==> config.mk <==
export PLATFORM = sky130hd
export DESIGN_NAME = adma_desc_fetch_flat
export DESIGN_NICKNAME = d
export VERILOG_FILES = /design/src/rtl/adma_desc_fetch_pkg.sv /design/src/rtl/adma_desc_fetch_if.sv /design/src/rtl/adma_desc_shreg.sv /design/src/rtl/adma_desc_fetch.sv /design/src/flat_wrapper.sv
export SDC_FILE = /design/constraint.sdc
export NUM_CORES = 1
export LEC_CHECK = 0
export CAP_MARGIN = 20
export CORE_MARGIN = 10
export CORE_UTILIZATION = 50
export CTS_BUF_LIST = sky130_fd_sc_hd__clkbuf_4
export CTS_CLUSTER_DIAMETER = 120
export DETAILED_ROUTE_END_ITERATION = 8
export DONT_BUFFER_PORTS = 1
export HOLD_SLACK_MARGIN = 0.12
export PLACE_DENSITY = 0.69
export SLEW_MARGIN = 20
export SYNTH_ARGS = -nofsm -noshare
export SYNTH_HDL_FRONTEND = slang
export SYNTH_HIERARCHICAL = 1
export SYNTH_SLANG_ARGS = --single-unit
==> constraint.sdc <==
create_clock -name clk_in_1 -period 5.5 [get_ports clk_in_1]
set_clock_uncertainty 0.05 [all_clocks]
set_input_delay 0.825 -clock clk_in_1 [delete_from_list [all_inputs] [get_ports clk_in_1]]
set_output_delay 0.825 -clock clk_in_1 [all_outputs]
set_load 0.03 [all_outputs]
==> src/rtl/adma_desc_fetch_pkg.sv <==
// Shared constants and state encoding for the ADMA descriptor fetch unit.
// Optional build macro: ADMA_LINK_GUARD_EN (nop/link loop guard).
package adma_pkg;

  localparam logic [1:0] ACT_NOP  = 2'b00;
  localparam logic [1:0] ACT_RSVD = 2'b01;
  localparam logic [1:0] ACT_TRAN = 2'b10;
  localparam logic [1:0] ACT_LINK = 2'b11;

  localparam int DESC_BYTES = 12;

  localparam int ATTR_VALID = 0;
  localparam int ATTR_END   = 1;
  localparam int ATTR_ACT   = 4;

  localparam int OFF_ATTR = 0;
  localparam int OFF_LEN  = 2;
  localparam int OFF_ADDR = 4;

  typedef enum logic [2:0] {
    S_IDLE,
    S_FETCH,
    S_DECODE,
    S_PRESENT,
    S_ERROR
  } state_t;

endpackage

==> src/rtl/adma_desc_fetch_if.sv <==
// RAM byte-read bus and descriptor hand-off bus of the fetch unit.
// master = fetch unit, slave = RAM / DMA engine side.
interface adma_desc_fetch_if #(
  parameter int ADDR_W = 64,
  parameter int LEN_W  = 12
);
  logic              ram_rd;
  logic [ADDR_W-1:0] ram_addr;
  logic [7:0]        ram_data;
  logic              ram_ack;
  logic              stop_2;
  logic              continue_1;
  logic              enable_2;
  logic              valid_2;
  logic              end_2;
  logic [1:0]        tran_2;
  logic [LEN_W-1:0]  block_size;
  logic [ADDR_W-1:0] desc_addr;

  modport master (
    output ram_rd, ram_addr,
    input  ram_data, ram_ack,
    input  stop_2, continue_1,
    output enable_2, valid_2, end_2,
    output tran_2, block_size, desc_addr
  );

  modport slave (
    input  ram_rd, ram_addr,
    output ram_data, ram_ack,
    output stop_2, continue_1,
    input  enable_2, valid_2, end_2,
    input  tran_2, block_size, desc_addr
  );
endinterface

==> src/rtl/adma_desc_shreg.sv <==
// 12-byte descriptor capture register; bytes land by index on each ack.
// Exposes the decoded attr/length/address fields of the captured entry.
import adma_pkg::*;

module adma_desc_shreg #(
  parameter int ADDR_W = 64,
  parameter int LEN_W  = 12
) (
  input  logic              clk,
  input  logic              rst,
  input  logic              load,
  input  logic [3:0]        idx,
  input  logic [7:0]        data,
  output logic              valid,
  output logic              is_end,
  output logic [1:0]        act,
  output logic [LEN_W-1:0]  len,
  output logic [ADDR_W-1:0] addr
);

  logic [DESC_BYTES*8-1:0] q;
  logic [7:0]              attr;
  logic                    unused_q;

  always_ff @(posedge clk) begin
    if (rst)
      q <= '0;
    else if (load)
      q[{idx, 3'b000} +: 8] <= data;
  end

  assign attr   = q[OFF_ATTR*8 +: 8];
  assign valid  = attr[ATTR_VALID];
  assign is_end = attr[ATTR_END];
  assign act    = attr[ATTR_ACT +: 2];
  assign len    = q[OFF_LEN*8 +: LEN_W];
  assign addr   = q[OFF_ADDR*8 +: ADDR_W];

  // reserved byte, int bit and unused length bits
  assign unused_q = ^q;

endmodule

==> src/rtl/adma_desc_fetch.sv <==
// ADMA descriptor fetch: walks the table byte-wise, resolves nop/link.
// Optional build macro: ADMA_LINK_GUARD_EN (error after MAX_SKIP skips).
import adma_pkg::*;

module adma_desc_fetch #(
  parameter int ADDR_W   = 64,
  parameter int LEN_W    = 12,
  parameter int MAX_SKIP = 8
) (
  input  logic              clk_in_1,
  input  logic              reset_1,
  input  logic              start,
  input  logic [ADDR_W-1:0] desc_base,
  adma_desc_fetch_if.master bus,
  output logic              error_1,
  output logic              busy
);

  localparam logic [ADDR_W-1:0] STEP = ADDR_W'(DESC_BYTES);

  state_t            state, state_nxt;
  logic [ADDR_W-1:0] ptr;
  logic [3:0]        idx;
  logic              rd;
  logic [ADDR_W-1:0] addr_q;
  logic              en;
  logic              valid_q;
  logic              end_q;
  logic [1:0]        tran_q;
  logic [LEN_W-1:0]  len_q;
  logic [ADDR_W-1:0] daddr_q;
  logic              ack_ok;
  logic              last;
  logic              restart;
  logic              guard_trip;
  logic              d_valid;
  logic              d_end;
  logic [1:0]        d_act;
  logic [LEN_W-1:0]  d_len;
  logic [ADDR_W-1:0] d_addr;

  assign ack_ok  = (state == S_FETCH) && rd && bus.ram_ack;
  assign last    = ack_ok && (idx == 4'(DESC_BYTES - 1));
  assign restart = start && ((state == S_IDLE) || (state == S_ERROR));

  adma_desc_shreg #(
    .ADDR_W (ADDR_W),
    .LEN_W  (LEN_W)
  ) u_shreg (
    .clk    (clk_in_1),
    .rst    (reset_1),
    .load   (ack_ok && !bus.stop_2),
    .idx    (idx),
    .data   (bus.ram_data),
    .valid  (d_valid),
    .is_end (d_end),
    .act    (d_act),
    .len    (d_len),
    .addr   (d_addr)
  );

`ifdef ADMA_LINK_GUARD_EN
  localparam int SK_W = $clog2(MAX_SKIP + 1);
  logic [SK_W-1:0] skip;

  assign guard_trip = (skip + SK_W'(1)) == SK_W'(MAX_SKIP);

  always_ff @(posedge clk_in_1) begin
    if (reset_1)
      skip <= '0;
    else if (!bus.stop_2) begin
      if (restart)
        skip <= '0;
      else if (state == S_DECODE && d_valid)
        skip <= (d_act == ACT_TRAN) ? '0 : skip + SK_W'(1);
    end
  end
`else
  logic unused_skip;
  assign unused_skip = ^32'(MAX_SKIP);
  assign guard_trip  = 1'b0;
`endif

  always_ff @(posedge clk_in_1) begin
    if (reset_1)
      state <= S_IDLE;
    else
      state <= state_nxt;
  end

  always_comb begin
    state_nxt = state;
    case (state)
      S_IDLE:  if (start) state_nxt = S_FETCH;
      S_FETCH: if (last) state_nxt = S_DECODE;
      S_DECODE: begin
        if (!d_valid)
          state_nxt = S_ERROR;
        else begin
          case (d_act)
            ACT_TRAN:
              state_nxt = S_PRESENT;
            ACT_NOP, ACT_RSVD, ACT_LINK:
              state_nxt = guard_trip ? S_ERROR :
                          d_end      ? S_IDLE  : S_FETCH;
            default: ;
          endcase
        end
      end
      S_PRESENT:
        if (bus.continue_1)
          state_nxt = end_q ? S_IDLE : S_FETCH;
      S_ERROR: if (start) state_nxt = S_FETCH;
      default: state_nxt = S_IDLE;
    endcase
    // abort overrides every transition, including a restart
    if (bus.stop_2)
      state_nxt = S_IDLE;
  end

  always_ff @(posedge clk_in_1) begin
    if (reset_1) begin
      ptr     <= '0;
      idx     <= '0;
      rd      <= 1'b0;
      addr_q  <= '0;
      en      <= 1'b0;
      valid_q <= 1'b0;
      end_q   <= 1'b0;
      tran_q  <= '0;
      len_q   <= '0;
      daddr_q <= '0;
      error_1 <= 1'b0;
    end else if (bus.stop_2) begin
      rd <= 1'b0;
      en <= 1'b0;
    end else begin
      case (state)
        S_IDLE, S_ERROR:
          if (start) begin
            ptr     <= desc_base;
            idx     <= '0;
            error_1 <= 1'b0;
          end
        S_FETCH:
          // rd low for one cycle between bytes
          if (!rd) begin
            rd     <= 1'b1;
            addr_q <= ptr + ADDR_W'(idx);
          end else if (bus.ram_ack) begin
            rd  <= 1'b0;
            idx <= idx + 4'd1;
          end
        S_DECODE: begin
          idx <= '0;
          if (!d_valid || (d_act != ACT_TRAN && guard_trip))
            error_1 <= 1'b1;
          else if (d_act == ACT_TRAN) begin
            en      <= 1'b1;
            valid_q <= d_valid;
            end_q   <= d_end;
            tran_q  <= d_act;
            len_q   <= d_len;
            daddr_q <= d_addr;
          end else if (d_act == ACT_LINK)
            ptr <= d_addr;
          else
            ptr <= ptr + STEP;
        end
        S_PRESENT:
          if (bus.continue_1) begin
            en <= 1'b0;
            if (!end_q)
              ptr <= ptr + STEP;
          end
        default: ;
      endcase
    end
  end

  assign busy           = (state != S_IDLE) && (state != S_ERROR);
  assign bus.ram_rd     = rd;
  assign bus.ram_addr   = addr_q;
  assign bus.enable_2   = en;
  assign bus.valid_2    = valid_q;
  assign bus.end_2      = end_q;
  assign bus.tran_2     = tran_q;
  assign bus.block_size = len_q;
  assign bus.desc_addr  = daddr_q;

endmodule

==> src/flat_wrapper.sv <==
// flat-port wrapper written by rule: the top's interface ports become plain ports
module adma_desc_fetch_flat 
#(
  parameter int ADDR_W   = 64,
  parameter int LEN_W    = 12,
  parameter int MAX_SKIP = 8
)
  (clk_in_1, reset_1, start, desc_base, error_1, busy, bus_ram_rd, bus_ram_addr, bus_ram_data, bus_ram_ack, bus_stop_2, bus_continue_1, bus_enable_2, bus_valid_2, bus_end_2, bus_tran_2, bus_block_size, bus_desc_addr);
  adma_desc_fetch_if #(.ADDR_W(ADDR_W), .LEN_W(LEN_W)) bus_i ();
  input  logic clk_in_1;
  input  logic reset_1;
  input  logic start;
  input  logic [ADDR_W-1:0] desc_base;
  output logic error_1;
  output logic busy;
  output wire logic [$bits(bus_i.ram_rd)-1:0] bus_ram_rd;
  output wire logic [$bits(bus_i.ram_addr)-1:0] bus_ram_addr;
  input wire logic [$bits(bus_i.ram_data)-1:0] bus_ram_data;
  input wire logic [$bits(bus_i.ram_ack)-1:0] bus_ram_ack;
  input wire logic [$bits(bus_i.stop_2)-1:0] bus_stop_2;
  input wire logic [$bits(bus_i.continue_1)-1:0] bus_continue_1;
  output wire logic [$bits(bus_i.enable_2)-1:0] bus_enable_2;
  output wire logic [$bits(bus_i.valid_2)-1:0] bus_valid_2;
  output wire logic [$bits(bus_i.end_2)-1:0] bus_end_2;
  output wire logic [$bits(bus_i.tran_2)-1:0] bus_tran_2;
  output wire logic [$bits(bus_i.block_size)-1:0] bus_block_size;
  output wire logic [$bits(bus_i.desc_addr)-1:0] bus_desc_addr;
  assign bus_ram_rd = bus_i.ram_rd;
  assign bus_ram_addr = bus_i.ram_addr;
  assign bus_i.ram_data = bus_ram_data;
  assign bus_i.ram_ack = bus_ram_ack;
  assign bus_i.stop_2 = bus_stop_2;
  assign bus_i.continue_1 = bus_continue_1;
  assign bus_enable_2 = bus_i.enable_2;
  assign bus_valid_2 = bus_i.valid_2;
  assign bus_end_2 = bus_i.end_2;
  assign bus_tran_2 = bus_i.tran_2;
  assign bus_block_size = bus_i.block_size;
  assign bus_desc_addr = bus_i.desc_addr;
  adma_desc_fetch #(.ADDR_W(ADDR_W), .LEN_W(LEN_W), .MAX_SKIP(MAX_SKIP)) u_core (.clk_in_1(clk_in_1), .reset_1(reset_1), .start(start), .desc_base(desc_base), .bus(bus_i), .error_1(error_1), .busy(busy));
endmodule
* Word level (Yosys, flattened, before mapping)
Cells that the tools add are included.
Operators by class: shifts and indexed selects 2, $lt $le $gt $ge 0, bitwise operators 2, multiplexer cells 29, divide/modulo/power cells 0, reduce and logical (&&, ||, !) cells 23, $mul 0, $add $sub $neg 4, equality and inequality tests 19
Operators with widths (count):
- 64-bit two-way mux | 6
- 64-bit case mux with 3 select lines | 1
- 96-bit bitwise mux | 1
- 8-bit by 9-bit variable shift with 96-bit output, first input constant | 1
- 8-bit by 9-bit indexed part select with 96-bit output | 1
- 64-bit by 4-bit adder with 64-bit output | 1
- 64-bit by 4-bit adder with 64-bit output, second input constant | 1
- 3-bit two-way mux | 4
- 4-bit two-way mux | 3
- 2-bit inequality test, second input constant | 6
- 3-bit case mux with 4 select lines | 1
- 4-bit case mux with 3 select lines | 1
- 4-bit AND reduction | 3
- 1-bit two-way mux | 9
- 7-bit negator with 9-bit output | 1
- 3-bit nonzero test | 3
- 2-bit by 1-bit inequality test with 1-bit output, second input constant | 4
- 7-bit AND reduction | 1
- 3-bit by 2-bit == test with 1-bit output, second input constant | 2
- 3-bit case mux with 2 select lines | 1
- 3-bit AND reduction | 2
- 1-bit logical AND | 5
- 5-bit AND reduction | 1
- 4-bit by 1-bit adder with 4-bit output, second input constant | 1
- 14 further kinds | 19
Word-level totals: memories kept 0, flip-flop bits (word level) 314, bits in writable memories 0, ROM bits 0, input bits 78, logic and storage cells 92, bits in latches 0

* Longest topological paths before layout
word-level depth 6, depth in mapped cells 9

* Modules after synthesis
The synthesis kept the hierarchy.
By module, submodules not included:
- adma_desc_fetch | instances 1, area each 11680.0 um^2, cells an instance 1532, seq. area each 4364.2 um^2
- adma_desc_shreg | instances 1, area each 3524.6 um^2, cells an instance 328, seq. area each 1601.5 um^2

* Worst setup path after synthesis
No wires, ideal clock.
path kind register to register, start point register u_core.idx[0], end point register u_core.addr_q[54] (netlist: u_core/bus.ram_addr[54]), slack 2442 ps, arrival 2917 ps, path buffers 0, stages on the path, launching flop included 9, clock period less this slack 3058 ps, path through dfxtp_1 > ha_1 > inv_1 > fa_1 > nand2b_1 > a2111oi_2 > nand4_1 > or3_1 > a311oi_1
Between the ends: longest elaborated chain between the ends 1
Ends and longest elaborated chain:
- start: declaration | line adma_desc_fetch.sv:23 | logic [3:0] idx;
- start signal: assignment | line adma_desc_fetch.sv:152 | idx <= idx + 4'd1;
- 64-bit by 4-bit adder with 64-bit output | line adma_desc_fetch.sv:149 | addr_q <= ptr + ADDR_W'(idx);
- end signal: assignment | line adma_desc_fetch.sv:149
- end: declaration | line adma_desc_fetch.sv:25 | logic [ADDR_W-1:0] addr_q;
Every way passes these cells. A chain may end at the register's enable or synchronous reset.

* Worst setup path after layout
start point register u_core.idx[0], end point register u_core.addr_q[62] (netlist: u_core/bus.ram_addr[62])
The elaborated chain is that of the path after synthesis.

==> reports/metrics.cfg <==
[floorplanning]
die_w_um = 194.4
dieArea_um2 = 37780
rows = 63
core_region_area_um2 = 29800
start_util_pct = 51.03
die_h_um = 194.4
io_pins = 226

[pwr]
p_clk_share_pct = 41.4
p_comb_share_pct = 7.6
pwr-share-seq_pct = 51.1
switching_share_pct = 28.12
p_int_mw = 3.336
p_sw_mw = 1.305
ir_worst_vdd_v = 0.0002068
power.static_leakage_nw = 5.320
power_density_nw_per_um2 = 285.5

[setup_path]
criticalPathCategory = reg -> reg
critPathCaptureType = flip-flop
critPathBufInv = 1
cpPeakStageDelay_ns = 0.96
cp-start-kind = flip-flop
critical_path_arrival_ns = 4.56
cp_cell_sequence = ha_1, inv_1, fa_1, nand2b_1, a2111oi_2, nand4_1, or3_1, a311oi_1
cp.required_ns = 6.08
critical_path_peak_fanout = 13
cpMaxStageDelayCell = a2111oi_2
crit_family = simple AND/OR/NAND/NOR gates

[drt]
routedWlPerCell_um = 25.81
remaining_drc_errors = 0
drt-initial-drc-count = 1775
highest_layer = met5
avgViaCountPerCell = 6.505
drt-pass1-iter-count = 6
vias = 14637
wl_met2_um = 25390
wl_met1_um = 23150
antenna_left = 0
wl_um = 58060
route.met3.wl_um = 7089

[finish]
final_common_cell = dfxtp_1
drive_gt1_share_pct = 9.465
syn2layout_area_growth_pct = 6.904
fin_nets = 1896
final_cell_mix = dfxtp_1, nand2_1, nor2_1, a21oi_1, clkbuf_4
fin_util_pct = 54.55

[logic_synthesis]
synth_flop_cell = dfxtp_1
yosysUniqueCellTypes = 84
synth_edf_count = 0
synth.avg_cell_area_um2 = 8.175
yosysWarnings = 6
syn_inst = 1860
syn-cell-area_um2 = 15200
ys_seq_area_share_pct = 39.24
synth_nets = 1948
ys_ff_latch = 298
async_reset_ff_share_pct = 0

[sta]
rsz0062_at_grt = false
min_period_over_period_pct = 72.45
hold_viol_final = 0
slew_viol_final = 0
maxSlewHeadroom_pct = 24.59
max_freq_ghz = 0.2510
min_period_ns = 3.985
tns_ns = 0
setup_viol = 0
worst_pin_slew_ns = 1.131

[place]
dp_hpwl_um = 42140
port_buffers = 0
gp_congestion = 0.9817

[cts]
insertion_delay_ns = 0.74
htreeDepth = 3
clk_pin_slew_ns = 0.06
numCtsBuffers = 79
cts_tree = done
cts-resized-gates = 0
cts_buffer_depth = 3
root_buffer = clkbuf_4
cts_sinks = 298

[global_routing]
overflow = 0
grt_max_degree = 228
antenna_found_initial = 13
grt_pass1_wl_um = 86530
grt_pass1_vias = 13643
grt_usage_pct = 28.90

[hold_path]
min_path_type = in -> reg

[run]
drv_cap = 0

[status]
outcome = completed

==> power groups by stage <==
stage | clock, mW | sequential, mW | combinational, mW
6_report | 1.92 | 2.37 | 0.351
5_1_grt | 2.06 | 2.38 | 0.378
4_1_cts | 1.95 | 2.37 | 0.341
3_5_place_dp | 0 | 2.41 | 0.331
3_3_place_gp | 0 | 2.41 | 0.328
2_1_floorplan | 0 | 2.35 | 0.300
==> through the flow <==
stage               setup slack, ns  power, mW  area (µm²)  hold slack [ns]  instances
detailed placement            1.570      2.745       15250           0.3953       2115
finish                        1.515      4.641       16250           0.2047       2250
floorplan                     2.442      2.645       15200           0.3824       1860
CTS                           1.586      4.658       16210           0.1328       2238
global route                  1.406      4.819       16240           0.1727       2244
global placement              1.620      2.741       15240           0.3934       2114
==> timing repair <==
item,CTS,global route
hold buffers,1,0
buffers inserted,0,0
endpoints found under the setup margin,0,0
hold endpoints to repair,50,0
==> cell usage after synthesis, types with 11 or more instances <==
library cell	n	area (µm²)
a211oi_1	40	300.3
a21oi_1	129	645.6
a22oi_1	29	217.7
a311oi_1	25	219.0
a31oi_1	15	93.84
and3_1	16	100.1
buf_2	19	95.09
clkbuf_1	128	480.5
dfxtp_1	298	5966
inv_1	25	93.84
mux2i_1	92	920.9
nand2_1	244	915.9
nand2b_1	106	663.1
nand3_1	74	370.4
nand4_1	57	356.6
nor2_1	136	510.5
nor3_1	33	165.2
nor4_1	23	143.9
o211ai_1	21	157.7
o21ai_0	63	315.3
o31ai_1	12	90.09
or3_1	27	168.9
or4_1	20	150.1
xnor2_1	11	96.34
xor2_1	26	227.7
==> registers in the layout (all words and copies together), names as in the netlist, 2 cells and up <==
register	cells
u_core/idx	4
u_core/state	3
u_core/ptr	64
u_core/bus.tran_2	2
u_core/u_shreg/q	80
u_core/bus.block_size	12
u_core/bus.desc_addr	64
u_core/bus.ram_addr	64
==> final cells by class <==
type                            count  area [µm²]
Multi-Input combinational cell   1378        8521
Clock buffer                      107       803.3
Sequential cell                   298        5966
Clock inverter                     15       126.4
Antenna cell                       11       27.53
Tap cell                          390       488.0
Fill cell                        2868       13540
Inverter                           26       97.59
Timing Repair Buffer               25       225.2
==> final timing paths <==
path	start	to	slack, ns	depth (start not counted)
min reg2reg	u_core/u_shreg/q[24]	u_core/bus.block_size[8]	0.40	2
min	bus_ram_data[5]	u_core/u_shreg/q[5]	0.20	2
max reg2reg	u_core/idx[0]	u_core/bus.ram_addr[62]	1.52	8
max	u_core/idx[0]	u_core/bus.ram_addr[62]	1.52	8
==> logic make-up (layout without fill, tap and decap cells) <==
| family | after synthesis | after routing | share of synthesized area [%] |
|---|---|---|---|
| buffers and inverters | 184 | 173 | 5.020 |
| AO/OA/AOI/OAI | 437 | 437 | 19.66 |
| other | 0 | 11 | 0 |
| XOR/XNOR | 37 | 37 | 2.131 |
| multiplexers | 92 | 92 | 6.057 |
| adder cells (fa/ha/maj) | 10 | 10 | 0.8723 |
| AND/OR/NAND/NOR | 802 | 802 | 27.02 |
| flip-flops | 298 | 298 | 39.24 |
==> metal layers <==
metal,track usage [%],vias up
li1,-,6729
met1,36.08,6848
met2,43.32,891
met3,10.72,165
met4,13.37,4
met5,0,-
Note: power is estimated with default switching activity, not from simulation.
